--- src/rtl/repl_pkg.sv ---
// Shared definitions for the set replacement-state array: policy modes,
// tree sizing helpers and the flush FSM encoding.
package repl_pkg;

  localparam int REPL_MODE_PLRU = 0;
  localparam int REPL_MODE_RR   = 1;
  // Widest way mask the helper functions handle; callers slice down.
  localparam int MAX_WAYS       = 128;

  typedef enum logic {ST_IDLE, ST_FLUSH} flush_state_e;

  function automatic int plru_node_count(input int ways);
    return ways - 1;
  endfunction

  function automatic int state_width(input int ways, input int mode);
    return (mode == REPL_MODE_RR) ? $clog2(ways) : plru_node_count(ways);
  endfunction

  function automatic logic [MAX_WAYS-1:0] lowest_one(input logic [MAX_WAYS-1:0] mask);
    return mask & (~mask + 1'b1);
  endfunction

endpackage

--- src/rtl/plru_set_replacer_if.sv ---
// Access / query / flush bus of the replacement-state array.
interface plru_set_replacer_if #(
  parameter int SET_COUNT = 16,
  parameter int WAY_COUNT = 4
);
  localparam int SET_W = (SET_COUNT > 1) ? $clog2(SET_COUNT) : 1;

  logic                 access_vld_i;
  logic [SET_W-1:0]     access_set_i;
  logic [WAY_COUNT-1:0] access_way_mask_i;
  logic                 query_vld_i;
  logic [SET_W-1:0]     query_set_i;
  logic [WAY_COUNT-1:0] valid_mask_i;
  logic [WAY_COUNT-1:0] lock_mask_i;
  logic                 flush_i;
  logic                 flush_busy_o;
  logic                 victim_vld_o;
  logic [WAY_COUNT-1:0] victim_mask_o;
  logic                 victim_all_locked_o;

  modport master (
    output access_vld_i, access_set_i, access_way_mask_i,
    output query_vld_i, query_set_i, valid_mask_i, lock_mask_i, flush_i,
    input  flush_busy_o, victim_vld_o, victim_mask_o, victim_all_locked_o
  );

  modport slave (
    input  access_vld_i, access_set_i, access_way_mask_i,
    input  query_vld_i, query_set_i, valid_mask_i, lock_mask_i, flush_i,
    output flush_busy_o, victim_vld_o, victim_mask_o, victim_all_locked_o
  );
endinterface

--- src/rtl/repl_set_logic.sv ---
// Combinational per-set policy: next state after an access and the policy
// victim of the current state (tree-PLRU or round-robin).
module repl_set_logic
  import repl_pkg::*;
#(
  parameter int WAY_COUNT = 4,
  parameter int MODE      = REPL_MODE_PLRU,
  parameter int STATE_W   = state_width(WAY_COUNT, MODE)
) (
  input  logic [STATE_W-1:0]   state_i,
  input  logic [WAY_COUNT-1:0] access_mask_i,
  output logic [STATE_W-1:0]   state_o,
  output logic [WAY_COUNT-1:0] victim_o
);
  localparam int IDX_W = $clog2(WAY_COUNT);
  localparam int NODES = plru_node_count(WAY_COUNT);

  logic [MAX_WAYS-WAY_COUNT-1:0] unused_acc_pad;
  logic [WAY_COUNT-1:0]          acc_oh;
  logic [IDX_W-1:0]              acc_idx;
  logic                          acc_any;

  assign {unused_acc_pad, acc_oh} = lowest_one(MAX_WAYS'(access_mask_i));
  assign acc_any = |acc_oh;

  always_comb begin
    acc_idx = '0;
    for (int i = 0; i < WAY_COUNT; i++)
      if (acc_oh[i]) acc_idx = IDX_W'(i);
  end

  if (MODE == REPL_MODE_RR) begin : g_rr
    always_comb begin
      state_o = state_i;
      if (acc_any && acc_idx == state_i) state_o = state_i + 1'b1;
      victim_o = WAY_COUNT'(1) << state_i;
    end
  end else begin : g_plru
    // Walk root-to-leaf; the way index MSB picks the child at the root.
    always_comb begin
      int               node;
      logic             b;
      logic [IDX_W-1:0] path;
      logic [IDX_W-1:0] vidx;
      state_o = state_i;
      path    = acc_idx;
      node    = 0;
      for (int l = 0; l < IDX_W; l++) begin
        b    = path[IDX_W-1];
        path = path << 1;
        for (int n = 0; n < NODES; n++)
          if (acc_any && n == node) state_o[n] = ~b;
        node = 2 * node + (b ? 2 : 1);
      end
      vidx = '0;
      node = 0;
      for (int l = 0; l < IDX_W; l++) begin
        b = 1'b0;
        for (int n = 0; n < NODES; n++)
          if (n == node) b = state_i[n];
        vidx = (vidx << 1) | IDX_W'(b);
        node = 2 * node + (b ? 2 : 1);
      end
      victim_o = WAY_COUNT'(1) << vidx;
    end
  end

endmodule

--- src/rtl/plru_set_replacer.sv ---
// Multi-set replacement-state array: access updates, registered victim
// queries with invalid/lock priority, and a one-set-per-cycle flush walk.
module plru_set_replacer
  import repl_pkg::*;
#(
  parameter int SET_COUNT = 16,
  parameter int WAY_COUNT = 4,
  parameter int MODE      = REPL_MODE_PLRU
) (
  input  logic                clk,
  input  logic                rstn,
  plru_set_replacer_if.slave  bus
);
  localparam int SET_W   = (SET_COUNT > 1) ? $clog2(SET_COUNT) : 1;
  localparam int STATE_W = state_width(WAY_COUNT, MODE);
  localparam logic [SET_W-1:0] LAST_SET = SET_W'(SET_COUNT - 1);

  logic [STATE_W-1:0] st [SET_COUNT];

  flush_state_e       fst, fst_nxt;
  logic [SET_W-1:0]   fcnt, fcnt_nxt;
  logic               clr, busy, en;
  logic [SET_W-1:0]   a_set, q_set;
  logic [STATE_W-1:0] a_state_nxt, q_state_unused;
  logic [WAY_COUNT-1:0] a_victim_unused, q_victim;
  logic [WAY_COUNT-1:0] free, unl, free_lo, unl_lo, sel_mask;
  logic [MAX_WAYS-WAY_COUNT-1:0] unused_free_pad, unused_unl_pad;
  logic                 sel_locked;

  assign busy  = (fst == ST_FLUSH);
  // A flush request also swallows the same-cycle access/query.
  assign en    = !busy && !bus.flush_i;
  assign a_set = (SET_COUNT == 1) ? '0 : bus.access_set_i;
  assign q_set = (SET_COUNT == 1) ? '0 : bus.query_set_i;
  assign bus.flush_busy_o = busy;

  repl_set_logic #(.WAY_COUNT(WAY_COUNT), .MODE(MODE)) u_access (
    .state_i(st[a_set]), .access_mask_i(bus.access_way_mask_i),
    .state_o(a_state_nxt), .victim_o(a_victim_unused)
  );

  repl_set_logic #(.WAY_COUNT(WAY_COUNT), .MODE(MODE)) u_query (
    .state_i(st[q_set]), .access_mask_i('0),
    .state_o(q_state_unused), .victim_o(q_victim)
  );

  always_ff @(posedge clk or negedge rstn) begin
    if (!rstn) begin
      fst  <= ST_IDLE;
      fcnt <= '0;
    end else begin
      fst  <= fst_nxt;
      fcnt <= fcnt_nxt;
    end
  end

  always_comb begin
    fst_nxt  = fst;
    fcnt_nxt = fcnt;
    clr      = 1'b0;
    if (bus.flush_i) begin
      fst_nxt  = ST_FLUSH;
      fcnt_nxt = '0;
    end else if (fst == ST_FLUSH) begin
      clr      = 1'b1;
      fcnt_nxt = fcnt + 1'b1;
      if (fcnt == LAST_SET) fst_nxt = ST_IDLE;
    end
  end

  always_ff @(posedge clk or negedge rstn) begin
    if (!rstn) begin
      for (int i = 0; i < SET_COUNT; i++) st[i] <= '0;
    end else if (clr) begin
      st[fcnt] <= '0;
    end else if (bus.access_vld_i && en) begin
      st[a_set] <= a_state_nxt;
    end
  end

  always_comb begin
    free = ~bus.valid_mask_i & ~bus.lock_mask_i;
    unl  = ~bus.lock_mask_i;
    {unused_free_pad, free_lo} = lowest_one(MAX_WAYS'(free));
    {unused_unl_pad, unl_lo}   = lowest_one(MAX_WAYS'(unl));
    sel_mask   = '0;
    sel_locked = 1'b0;
    if (|free)                 sel_mask = free_lo;
    else if (|(q_victim & unl)) sel_mask = q_victim;
    else if (|unl)             sel_mask = unl_lo;
    else                       sel_locked = 1'b1;
  end

  // Mask and all-locked hold until the next accepted query.
  always_ff @(posedge clk or negedge rstn) begin
    if (!rstn) begin
      bus.victim_vld_o        <= 1'b0;
      bus.victim_mask_o       <= '0;
      bus.victim_all_locked_o <= 1'b0;
    end else begin
      bus.victim_vld_o <= bus.query_vld_i && en;
      if (bus.query_vld_i && en) begin
        bus.victim_mask_o       <= sel_mask;
        bus.victim_all_locked_o <= sel_locked;
      end
    end
  end

endmodule
--- src/flat_wrapper.sv ---
// flat-port wrapper written by rule: the top's interface ports become plain ports
module plru_set_replacer_flat import repl_pkg::*;
#(
  parameter int SET_COUNT = 16,
  parameter int WAY_COUNT = 4,
  parameter int MODE      = REPL_MODE_PLRU
)
  (clk, rstn, bus_access_vld_i, bus_access_set_i, bus_access_way_mask_i, bus_query_vld_i, bus_query_set_i, bus_valid_mask_i, bus_lock_mask_i, bus_flush_i, bus_flush_busy_o, bus_victim_vld_o, bus_victim_mask_o, bus_victim_all_locked_o);
  plru_set_replacer_if #(.SET_COUNT(SET_COUNT), .WAY_COUNT(WAY_COUNT)) bus_i ();
  input  logic clk;
  input  logic rstn;
  input wire logic [$bits(bus_i.access_vld_i)-1:0] bus_access_vld_i;
  input wire logic [$bits(bus_i.access_set_i)-1:0] bus_access_set_i;
  input wire logic [$bits(bus_i.access_way_mask_i)-1:0] bus_access_way_mask_i;
  input wire logic [$bits(bus_i.query_vld_i)-1:0] bus_query_vld_i;
  input wire logic [$bits(bus_i.query_set_i)-1:0] bus_query_set_i;
  input wire logic [$bits(bus_i.valid_mask_i)-1:0] bus_valid_mask_i;
  input wire logic [$bits(bus_i.lock_mask_i)-1:0] bus_lock_mask_i;
  input wire logic [$bits(bus_i.flush_i)-1:0] bus_flush_i;
  output wire logic [$bits(bus_i.flush_busy_o)-1:0] bus_flush_busy_o;
  output wire logic [$bits(bus_i.victim_vld_o)-1:0] bus_victim_vld_o;
  output wire logic [$bits(bus_i.victim_mask_o)-1:0] bus_victim_mask_o;
  output wire logic [$bits(bus_i.victim_all_locked_o)-1:0] bus_victim_all_locked_o;
  assign bus_i.access_vld_i = bus_access_vld_i;
  assign bus_i.access_set_i = bus_access_set_i;
  assign bus_i.access_way_mask_i = bus_access_way_mask_i;
  assign bus_i.query_vld_i = bus_query_vld_i;
  assign bus_i.query_set_i = bus_query_set_i;
  assign bus_i.valid_mask_i = bus_valid_mask_i;
  assign bus_i.lock_mask_i = bus_lock_mask_i;
  assign bus_i.flush_i = bus_flush_i;
  assign bus_flush_busy_o = bus_i.flush_busy_o;
  assign bus_victim_vld_o = bus_i.victim_vld_o;
  assign bus_victim_mask_o = bus_i.victim_mask_o;
  assign bus_victim_all_locked_o = bus_i.victim_all_locked_o;
  plru_set_replacer #(.SET_COUNT(SET_COUNT), .WAY_COUNT(WAY_COUNT), .MODE(MODE)) u_core (.clk(clk), .rstn(rstn), .bus(bus_i));
endmodule
--- config.mk ---
export PLATFORM = sky130hd
export DESIGN_NAME = plru_set_replacer_flat
export DESIGN_NICKNAME = d
export VERILOG_FILES = /design/src/rtl/repl_pkg.sv /design/src/rtl/plru_set_replacer_if.sv /design/src/rtl/repl_set_logic.sv /design/src/rtl/plru_set_replacer.sv /design/src/flat_wrapper.sv
export SDC_FILE = /design/constraint.sdc
export NUM_CORES = 1
export LEC_CHECK = 0
export CAP_MARGIN = 5
export CORE_MARGIN = 4
export CORE_UTILIZATION = 45
export DETAILED_ROUTE_END_ITERATION = 10
export GPL_ROUTABILITY_DRIVEN = 0
export GPL_TIMING_DRIVEN = 0
export SETUP_SLACK_MARGIN = 0.5
export SLEW_MARGIN = 20
export SYNTH_ARGS = -nofsm -noshare
export SYNTH_HDL_FRONTEND = slang
export SYNTH_SLANG_ARGS = --single-unit
--- constraint.sdc ---
create_clock -name clk -period 3.2 [get_ports clk]
set_input_delay 0.96 -clock clk [delete_from_list [all_inputs] [get_ports clk]]
set_output_delay 0.96 -clock clk [all_outputs]
set_load 0.01 [all_outputs]
==> out/results.ini, run 1 <==
[setup_path]
path_max_fanout = 7
required_ps = 3440
start_kind = input pin
crit_type = input pin to flop
arrival_ps = 2850
cp-end-kind = flop
r2r_start = u_core.st[25]$_DFFE_PN0P_
worstSetupStartpoint = bus_access_vld_i

[sta]
holdWs_ps = 488
hold_violations = 0
tightest_slew_ps = 605
finalCritPeriodShare_pct = 81.5
clock.fmax_mhz = 383
rsz0062_at_grt = no
setup_viol = 0
slew_headroom_pct = 59.6
clock_skew_ps = 6.71
fin_setup_tns_ps = 0
finalWorstSetupSlack_ps = 592
finalMaxSlewViolations = 0
period_minus_slack_ps = 2610

[global_routing]
overflow = 0
antenna_found_initial = 0
grt_pass1_vias = 3097
grtUsageTotal_pct = 24.4
grt_max_degree = 37
grt_pass1_wl_um = 18000

[synthesis]
synth_area_leaders = dfrtp_1 40%, mux4_2 7.9%, mux4_1 5.7%
ys_types = 58
yosysWarnings = 0
async_flop_share_pct = 100
synth_ff_type = dfrtp_1
ys_ff_latch = 59
syn_area_um2 = 3690
synth_nets = 384
yosys.area.top_type_share_pct = 40.0
yosys.area.top_type = dfrtp_1
avgSynthCellArea_um2 = 10.4
synthCells = 355
synth_seq_area_share_pct = 40.0
synth-edff-count = 0

[clocking]
cts_tree = yes
hold_buffers = 0
path_clk_slew_ps = 60
cts_sinks = 59
clockBufferDepth = 2
cts-htree-levels = 3
cts_root_buf = clkbuf_8
clk_latency_ps = 360
cts_made_buffers = 9

[run_status]
status = complete, no violations

[final_layout]
finalCoreUtilization_pct = 57.0
syn2layout_area_growth_pct = 21.3
fin_nets = 428
antenna_cells = 0
final_area_um2 = 4470
layout-drive-gt1-share_pct = 18.6
layout.cells.non_filler = 505

[run]
cap_viol_max_count = 0

[power_and_ir_drop]
p_comb_share_pct = 21.7
power.total_mw = 2.00
intPower_mw = 1.38
seq_power_share_pct = 46.5
clockPowerShare_pct = 31.9
p_leak_nw = 1.89
power_density_nw_per_um2 = 447
ir_drop_mv = 0.253
switchingPower_mw = 0.618
switching_share_pct = 30.9

[detailed_routing]
drtAntennaViolNets = 0
post_drt_wl_per_cell_um = 22.7
viasPerCell = 6.43
drc = 0
dr.pass1.iters = 5
vias = 3248
drt_wl_total_um = 11500
drt-initial-drc-count = 342

[placed_design]
dp_slack_ps = -572
io_buffers = 28
place_inst = 486
postPlaceCellArea_um2 = 4120
dp_hpwl_um = 8550

[die]
num_rows = 32
design.core.area_um2 = 7850
chipHeight_um = 98.5
die_w_um = 98.5
start_util_pct = 47.0
ios = 32
die_area_um2 = 9710

[worst_hold_path]
min_path_type = flop to flop
min_from = u_core.bus.victim_mask_o[3]$_DFFE_PN0P_

==> cell usage in the layout, fill, tap and decap left out, types with 3 or more instances in the layout <==
cell type / Yosys / routed
nor2b_1: 12 / 12
nor2_1: 25 / 21
mux4_1: 8 / 4
o22ai_1: 7 / 7
clkbuf_2: 0 / 4
nand3_1: 3 / 3
a32o_1: 4 / 4
a22o_1: 19 / 19
inv_1: 10 / 10
dfrtp_1: 59 / 59
buf_4: 1 / 8
nor3_2: 0 / 3
o21ai_0: 19 / 19
mux4_2: 13 / 17
nand2b_1: 5 / 5
nand2_1: 43 / 42
a21oi_1: 16 / 16
nor3_1: 6 / 3
o31ai_1: 4 / 4
clkdlybuf4s50_1: 0 / 23
and2_1: 12 / 11
mux2i_1: 14 / 14
clkbuf_1: 6 / 3
clkbuf_8: 0 / 13
a22oi_1: 6 / 6
ha_1: 4 / 4
or3_1: 4 / 4
==> area by class of cell <==
| type | instances | area (µm²) |
|---|---|---|
| buffer | 12 | 95.1 |
| fill | 709 | 3370 |
| inverter | 11 | 43.8 |
| clock inverter | 2 | 10.0 |
| tap | 102 | 128 |
| clock buffer | 13 | 169 |
| multi-input combinational | 273 | 2230 |
| timing repair buffer | 33 | 323 |
| sequential | 59 | 1480 |
==> flip-flops by register name, indices dropped and copies added, names as in the netlist <==
| name | cells |
|---|---|
| u_core.bus.victim_mask_o | 4 |
| u_core.bus.flush_busy_o | 1 |
| u_core.bus.victim_all_locked_o | 1 |
| u_core.fcnt | 4 |
| u_core.bus.victim_vld_o | 1 |
| u_core.st | 48 |
==> logic make-up (layout without fill, tap and decap cells) <==
kind of cell	count (synthesis)	after routing	synth area share, %
multiplexers	37	37	18.0
buffers and inverters	23	71	2.85
XOR/XNOR	3	3	0.712
AO/OA/AOI/OAI	104	104	20.3
adder cells (fa/ha/maj)	4	4	1.36
flip-flops	59	59	40.0
AND/OR/NAND/NOR	125	125	16.7
==> Yosys cell counts, types with 2 or more instances <==
| cell type | n |
|---|---|
| nor3_1 | 6 |
| xor2_1 | 2 |
| dfrtp_1 | 59 |
| nor4_1 | 3 |
| buf_2 | 4 |
| o22a_1 | 2 |
| a22oi_1 | 6 |
| nor2b_1 | 12 |
| ha_1 | 4 |
| nand3_1 | 3 |
| a22o_1 | 19 |
| mux2i_1 | 14 |
| o31ai_1 | 4 |
| a21oi_1 | 16 |
| o22ai_1 | 7 |
| a32oi_1 | 2 |
| a32o_1 | 4 |
| or3_1 | 4 |
| a21o_1 | 2 |
| nor2_1 | 25 |
| nand2b_1 | 5 |
| nor4b_1 | 3 |
| o41ai_1 | 2 |
| nor3b_1 | 2 |
| mux2_2 | 2 |
| nand2_1 | 43 |
| a221oi_1 | 4 |
| o21ai_0 | 19 |
| and2_1 | 12 |
| mux4_2 | 13 |
| inv_1 | 10 |
| or2_2 | 2 |
| a211oi_1 | 2 |
| mux4_1 | 8 |
| clkbuf_1 | 6 |
| and3b_1 | 2 |
==> critical path: stages <==
cell,delay [ps]
clkdlybuf4s50_1,550
nand2b_1,320
nor4_2,630
a21oi_1,160
a22o_1,220
==> final timing paths <==
path                                                           end  slack, ps  cells after the start
setup / recovery                         u_core.st[15]$_DFFE_PN0P_        590                      5
hold / removal             u_core.bus.victim_mask_o[3]$_DFFE_PN0P_        490                      2
setup reg to reg                         u_core.st[19]$_DFFE_PN0P_       1040                      5
hold reg to reg            u_core.bus.victim_mask_o[3]$_DFFE_PN0P_        490                      2
max in group asynchronous                u_core.st[32]$_DFFE_PN0P_       2200                      2
min in group asynchronous                u_core.st[23]$_DFFE_PN0P_        500                      1
==> metal layers <==
metal	GRT usage, %	wire length (µm)
met3	6.23	1080
met4	10.2	343
met1	34.4	4940
met5	0	0
met2	35.8	5090
==> power by group through the flow <==
stage | Sequential [mW] | Clock, mW | Combinational (mW)
final | 0.928 | 0.637 | 0.433
after global routing | 0.932 | 0.684 | 0.468
after CTS | 0.920 | 0.647 | 0.419
after detailed placement | 0.934 | 0 | 0.402
after global placement | 0.931 | 0 | 0.396
after floorplan | 0.889 | 0 | 0.264
==> timing repair <==
action,in CTS,in global routing
pin swaps,2,1
buffers inserted,1,3
setup endpoints to repair,52,36
hold endpoints to repair,0,0
resized for setup,24,20
Note: power is estimated with default switching activity, not from simulation.
==> run 2, diff against run 1 <==
==> constraint.sdc (replaced) <==
create_clock -name clk -period 2.55 [get_ports clk]
set_input_delay 0.765 -clock clk [delete_from_list [all_inputs] [get_ports clk]]
set_output_delay 0.765 -clock clk [all_outputs]
set_load 0.01 [all_outputs]
==> out/results.ini, run 2 (synthesis gave the netlist of run 1 again) <==
[power_and_ir_drop]
clockPowerShare_pct = 31.3  ; -0.6 points
power_density_nw_per_um2 = 529  ; +18%
p_leak_nw = 2.15  ; +14%
intPower_mw = 1.84  ; +34%
ir_drop_mv = 0.324  ; +28%
seq_power_share_pct = 42.7  ; -3.8 points
switchingPower_mw = 0.884  ; +43%
p_comb_share_pct = 26.0  ; +4.3 points
switching_share_pct = 32.4  ; +1.5 points

[clocking]
clockBufferDepth = 2  ; unchanged
cts_root_buf = clkbuf_8
cts_made_buffers = 9  ; unchanged
cts_tree = yes
clk_latency_ps = 350  ; about the same
path_clk_slew_ps = 70  ; about the same
cts-htree-levels = 3  ; unchanged
cts_sinks = 59  ; unchanged
hold_buffers = 0  ; unchanged

[run]
cap_viol_max_count = 0  ; unchanged

[setup_path]
crit_type = input pin to flop
arrival_ps = 2580  ; -270 ps
slowest_stage = mux4_2
cp-end-kind = flop
crit_top_cell = mux4_2
crit_chain = buf_12, mux4_2, mux4_2, a21oi_4, inv_4, a211o_1
required_ps = 2790  ; -650 ps
path_max_fanout = 8  ; +1
start_kind = input pin
crit_path_max_incr_delay_ps = 550  ; -80 ps

[detailed_routing]
dr.pass1.iters = 5  ; unchanged
viasPerCell = 6.51  ; +1.2%
wl_met1_um = 5270  ; +6.7%
drt_wl_total_um = 12800  ; +12%
top_layer = met4
drtAntennaViolNets = 0  ; unchanged
wl_met2_um = 5970  ; +17%
drc = 0  ; unchanged
post_drt_wl_per_cell_um = 23.8  ; +5.1%
drt-initial-drc-count = 354  ; +3.5%
met3_length_um = 1240  ; +15%
vias = 3507  ; +8.0%

[sta]
hold_violations = 0  ; unchanged
holdWs_ps = 342  ; -146 ps
clock_skew_ps = 6.40  ; -0.311 ps
tightest_slew_ps = 613  ; +7.84 ps
finalCritPeriodShare_pct = 91.7
period_minus_slack_ps = 2340
setup_viol = 0  ; unchanged
rsz0062_at_grt = yes
clock.fmax_mhz = 427
finalMaxSlewViolations = 0  ; unchanged
slew_headroom_pct = 59.1  ; -0.52 points

[placed_design]
dp_hpwl_um = 8590  ; +0.38%
postPlaceCellArea_um2 = 4230  ; +2.8%
io_buffers = 28  ; unchanged

[die]
die_w_um = 98.5  ; unchanged
die_area_um2 = 9710  ; unchanged
ios = 32  ; unchanged
chipHeight_um = 98.5  ; unchanged
design.core.area_um2 = 7850  ; unchanged
start_util_pct = 47.0  ; unchanged
num_rows = 32  ; unchanged

[global_routing]
grt_max_degree = 31  ; -16%
grt_pass1_wl_um = 19500  ; +8.2%
grt_pass1_vias = 3285  ; +6.1%
antenna_found_initial = 0  ; unchanged
grtUsageTotal_pct = 26.3  ; +1.9 points
overflow = 0  ; unchanged

[final_layout]
top_regs = u_core.st (48), u_core.bus.victim_mask_o (4), u_core.fcnt (4)
fill_cells = 601  ; -15%
fin_nets = 462  ; +7.9%
final_cell_mix = 59 x dfrtp_1, 40 x nand2_1, 26 x buf_4
syn2layout_area_growth_pct = 39.8
final_area_um2 = 5150  ; +15%
finalCoreUtilization_pct = 65.7  ; +8.7 points
regMostFlops = u_core.st
final_common_cell = dfrtp_1
largest_reg_flops = 48  ; unchanged
layout-drive-gt1-share_pct = 35.5  ; +17 points
antenna_cells = 0  ; unchanged

[run_status]
status = complete, no violations

[worst_hold_path]
min_path_type = input pin to async pin

[run 2: changes by cell type in the layout (fill, tap and decap cells not counted), sizes merged]
| cell | change |
|---|---|
| buf | +33 |
| bufinv | +1 |
| clkbuf | -4 |
| clkdlybuf4s15 | +2 |
| clkdlybuf4s50 | -7 |
| clkinvlp | +2 |
| dlygate4sd2 | +6 |
| dlymetal6s2s | -1 |
| nand2 | +1 |
| nor2 | +1 |
[run 2: worst max-delay path: cells and delay by family]
family                 cells  cell delay [ps]
buffers and inverters      2              230
muxes                      2             1050
AOI/OAI and AO/OA          2              530
[run 2: final cells by class]
type | instances | area [µm²] | share of cell area, %
Tap cell | 102 | 128 | 2.48
Clock buffer | 10 | 128 | 2.48
Inverter | 11 | 43.8 | 0.850
Timing Repair Buffer | 65 | 641 | 12.4
Sequential cell | 59 | 1480 | 28.6
Buffer | 12 | 153 | 2.96
Multi-Input combinational cell | 275 | 2530 | 49.1
Clock inverter | 5 | 55.1 | 1.07
[run 2: timing repair]
action	CTS	global route
buffers inserted	25	10
gates resized for setup	89	42
setup endpoints to repair	53	53
gates cloned	3	0
pin swaps	27	22
hold endpoints to repair	0	0
[run 2: power groups by stage]
| stage | clock, mW | sequential, mW | combinational [mW] |
|---|---|---|---|
| floorplan | 0 | 1.12 | 0.364 |
| global placement | 0 | 1.17 | 0.535 |
| detailed placement | 0 | 1.17 | 0.543 |
| CTS | 0.855 | 1.15 | 0.642 |
| global route | 0.900 | 1.17 | 0.754 |
| finish | 0.854 | 1.17 | 0.709 |
[run 2: path summary, 6_finish.rpt]
check                      slack, ps                                    start                                 endpoint  depth (start not counted)
hold reg to reg                  480  u_core.bus.victim_mask_o[3]$_DFFE_PN0P_  u_core.bus.victim_mask_o[3]$_DFFE_PN0P_                          2
setup reg to reg                 290                 u_core.st[7]$_DFFE_PN0P_                u_core.st[19]$_DFFE_PN0P_                          5
hold / removal                   340                                     rstn                u_core.st[41]$_DFFE_PN0P_                          1
max in group asynchronous       1690                                     rstn                u_core.st[30]$_DFFE_PN0P_                          2
min in group clk                 480  u_core.bus.victim_mask_o[3]$_DFFE_PN0P_  u_core.bus.victim_mask_o[3]$_DFFE_PN0P_                          2
setup / recovery                 210                      bus_access_set_i[0]                u_core.st[19]$_DFFE_PN0P_                          6
[run 2: layer usage]
metal	vias to the layer above	global-route usage, %
met5	-	0
met4	0	10.6
met3	34	6.79
met2	211	38.5
met1	1743	37.3
li1	1519	-
[run 2: per-stage QoR]
step / setup TNS, ps / instances / setup slack, ps / total power, mW
after floorplan: 0 / 355 / 23.4 / 1.48
after global placement: -103370 / 485 / -1280 / 1.70
after detailed placement: -28130 / 486 / -740 / 1.71
after CTS: 0 / 529 / 228 / 2.65
after global routing: 0 / 539 / 205 / 2.82
final: 0 / 539 / 211 / 2.73
==> run 3, diff against run 2 <==
==> constraint.sdc (replaced) <==
create_clock -name clk -period 2.55 [get_ports clk]
set_input_delay 0.51 -clock clk [delete_from_list [all_inputs] [get_ports clk]]
set_output_delay 0.51 -clock clk [all_outputs]
set_load 0.01 [all_outputs]
==> out/results.ini, run 3 (synthesis gave the netlist of run 1 again) <==
[final_layout]
layout-drive-gt1-share_pct = 24.5  ; -11 points
largest_reg_flops = 48  ; unchanged
regMostFlops = u_core.st
fin_nets = 445  ; -3.7%
syn2layout_area_growth_pct = 28.8
final_common_cell = dfrtp_1
antenna_cells = 0  ; unchanged
final_cell_mix = 59 x dfrtp_1, 41 x nand2_1, 22 x clkdlybuf4s50_1
finalCoreUtilization_pct = 60.6  ; -5.1 points
top_regs = u_core.st (48), u_core.bus.victim_mask_o (4), u_core.fcnt (4)
multi_input_area_um2 = 2330  ; -7.8%
fill_cells = 674  ; +12%
sequential_cell_area_um2 = 1480  ; unchanged

[detailed_routing]
drc = 0  ; unchanged
drtAntennaViolNets = 0  ; unchanged
drt-initial-drc-count = 280  ; -21%
drt_wl_total_um = 12200  ; -5.3%
vias = 3366  ; -4.0%
viasPerCell = 6.45  ; -0.89%
post_drt_wl_per_cell_um = 23.3  ; -2.2%
dr.pass1.iters = 5  ; unchanged

[clocking]
hold_buffers = 0  ; unchanged
cts-htree-levels = 3  ; unchanged
clockBufferDepth = 2  ; unchanged
cts_root_buf = clkbuf_8
cts_made_buffers = 9  ; unchanged
cts_tree = yes
clk_latency_ps = 350  ; about the same
cts_sinks = 59  ; unchanged
path_clk_slew_ps = 70  ; about the same

[power_and_ir_drop]
power.total_mw = 2.60  ; -4.7%
power_density_nw_per_um2 = 547  ; +3.3%
p_leak_nw = 2.00  ; -7.0%
ir_drop_mv = 0.271  ; -16%

[setup_path]
start_kind = flop
crit_top_cell = mux4_2
path_max_fanout = 8  ; unchanged
r2r_slack_ps = 350  ; +60 ps
arrival_ps = 2440  ; -140 ps
ff2ff_path_depth = 5  ; unchanged
crit_chain = mux4_2, mux4_2, a21oi_4, inv_4, a211o_1
reg2reg_to = u_core.st[19]$_DFFE_PN0P_
crit_type = flop to flop
r2r_start = u_core.st[1]$_DFFE_PN0P_
required_ps = 2790  ; about the same
slowest_stage = mux4_2
crit_path_max_incr_delay_ps = 550  ; about the same
cp-end-kind = flop

[sta]
clock_skew_ps = 6.18  ; -0.225 ps
rsz0062_at_grt = yes
slew_headroom_pct = 52.9  ; -6.2 points
finalCritPeriodShare_pct = 86.5  ; -5.3 points
setup_viol = 0  ; unchanged
hold_violations = 0  ; unchanged
tightest_slew_ps = 705  ; +92.4 ps
period_minus_slack_ps = 2200  ; -135 ps
clock.fmax_mhz = 454  ; +6.1%
finalMaxSlewViolations = 0  ; unchanged

[die]
die_w_um = 98.5  ; unchanged
die_area_um2 = 9710  ; unchanged
design.core.area_um2 = 7850  ; unchanged
chipHeight_um = 98.5  ; unchanged
start_util_pct = 47.0  ; unchanged
ios = 32  ; unchanged
num_rows = 32  ; unchanged

[global_routing]
grtUsageTotal_pct = 25.3  ; -1.0 points
grt_pass1_vias = 3207  ; -2.4%
antenna_found_initial = 1  ; +1
grt_pass1_wl_um = 18600  ; -4.2%
overflow = 0  ; unchanged
grt_max_degree = 31  ; unchanged

[placed_design]
io_buffers = 28  ; unchanged
dp_hpwl_um = 8520  ; -0.81%

[run]
cap_viol_max_count = 0  ; unchanged

[run_status]
status = complete, no violations

[worst_hold_path]
min_path_type = input pin to async pin

==> run 3: changes by cell type in the layout (fill, tap and decap cells not counted), moves of 4 or more <==
cell             previous run  this run
buf_4                      26        19
buf_6                      10         3
o21ai_0                    11        18
clkdlybuf4s50_1            16        22
o21ai_2                     6         0
dlygate4sd2_1               6         2
==> run 3: critical path: cells and delay by family, from the launching register on <==
kind / cells / cell delay, ps
DFF: 1 / 420
muxes: 2 / 1040
AOI/OAI and AO/OA: 2 / 510
buffers and inverters: 1 / 120
==> run 3: per-stage QoR <==
stage	cell area, µm²	setup slack (ps)	instances	TNS (ps)	hold slack [ps]
final	4750	345	522	0	82.4
after global routing	4750	332	522	0	111
after CTS	4660	366	517	0	95.0
after detailed placement	4180	-672	486	-22510	470
after global placement	4170	-986	485	-79930	474
after floorplan	3760	278	355	0	214
==> run 3: area by class of cell <==
| cell class | instances | share of cell area, % |
|---|---|---|
| clock inverters | 2 | 0.211 |
| flip-flops and latches | 59 | 31.1 |
| inverters | 11 | 0.922 |
| multi-input cells | 274 | 49.1 |
| repair buffers | 49 | 9.64 |
| well taps | 102 | 2.69 |
| plain buffers | 12 | 2.82 |
| clock buffers | 13 | 3.55 |
==> run 3: routing by layer <==
layer | wire [µm] | global-route usage, %
met1 | 5090 | 35.5
met3 | 1170 | 7.36
met4 | 391 | 9.35
met2 | 5500 | 37.3
met5 | 12 | 0
==> run 3: power by group <==
group / switching (mW) / internal (mW) / leakage, nW / total (mW)
clock: 0.385 / 0.424 / 0.0953 / 0.810
sequential: 0.119 / 1.04 / 0.790 / 1.16
combinational: 0.311 / 0.321 / 1.12 / 0.632
==> run 3: repair_timing <==
item,4_1_cts,5_1_grt
pin swaps,11,5
cloned,1,0
setup endpoints to repair,52,45
setup buffers,15,5
gates resized for setup,46,17
==> run 3: worst max-delay path by stage <==
stage / slack, ps / endpoint / startpoint / cells past startpoint
floorplan: 280 / u_core.st[19]$_DFFE_PN0P_ / bus_access_set_i[0] / 6
global placement: -990 / u_core.bus.flush_busy_o$_DFF_PN0_ / rstn / 1
detailed placement: -670 / u_core.st[18]$_DFFE_PN0P_ / bus_access_set_i[1] / 7
CTS: 370 / u_core.st[19]$_DFFE_PN0P_ / u_core.st[4]$_DFFE_PN0P_ / 5
global route: 330 / u_core.st[19]$_DFFE_PN0P_ / u_core.st[31]$_DFFE_PN0P_ / 5
finish: 350 / u_core.st[19]$_DFFE_PN0P_ / u_core.st[1]$_DFFE_PN0P_ / 5
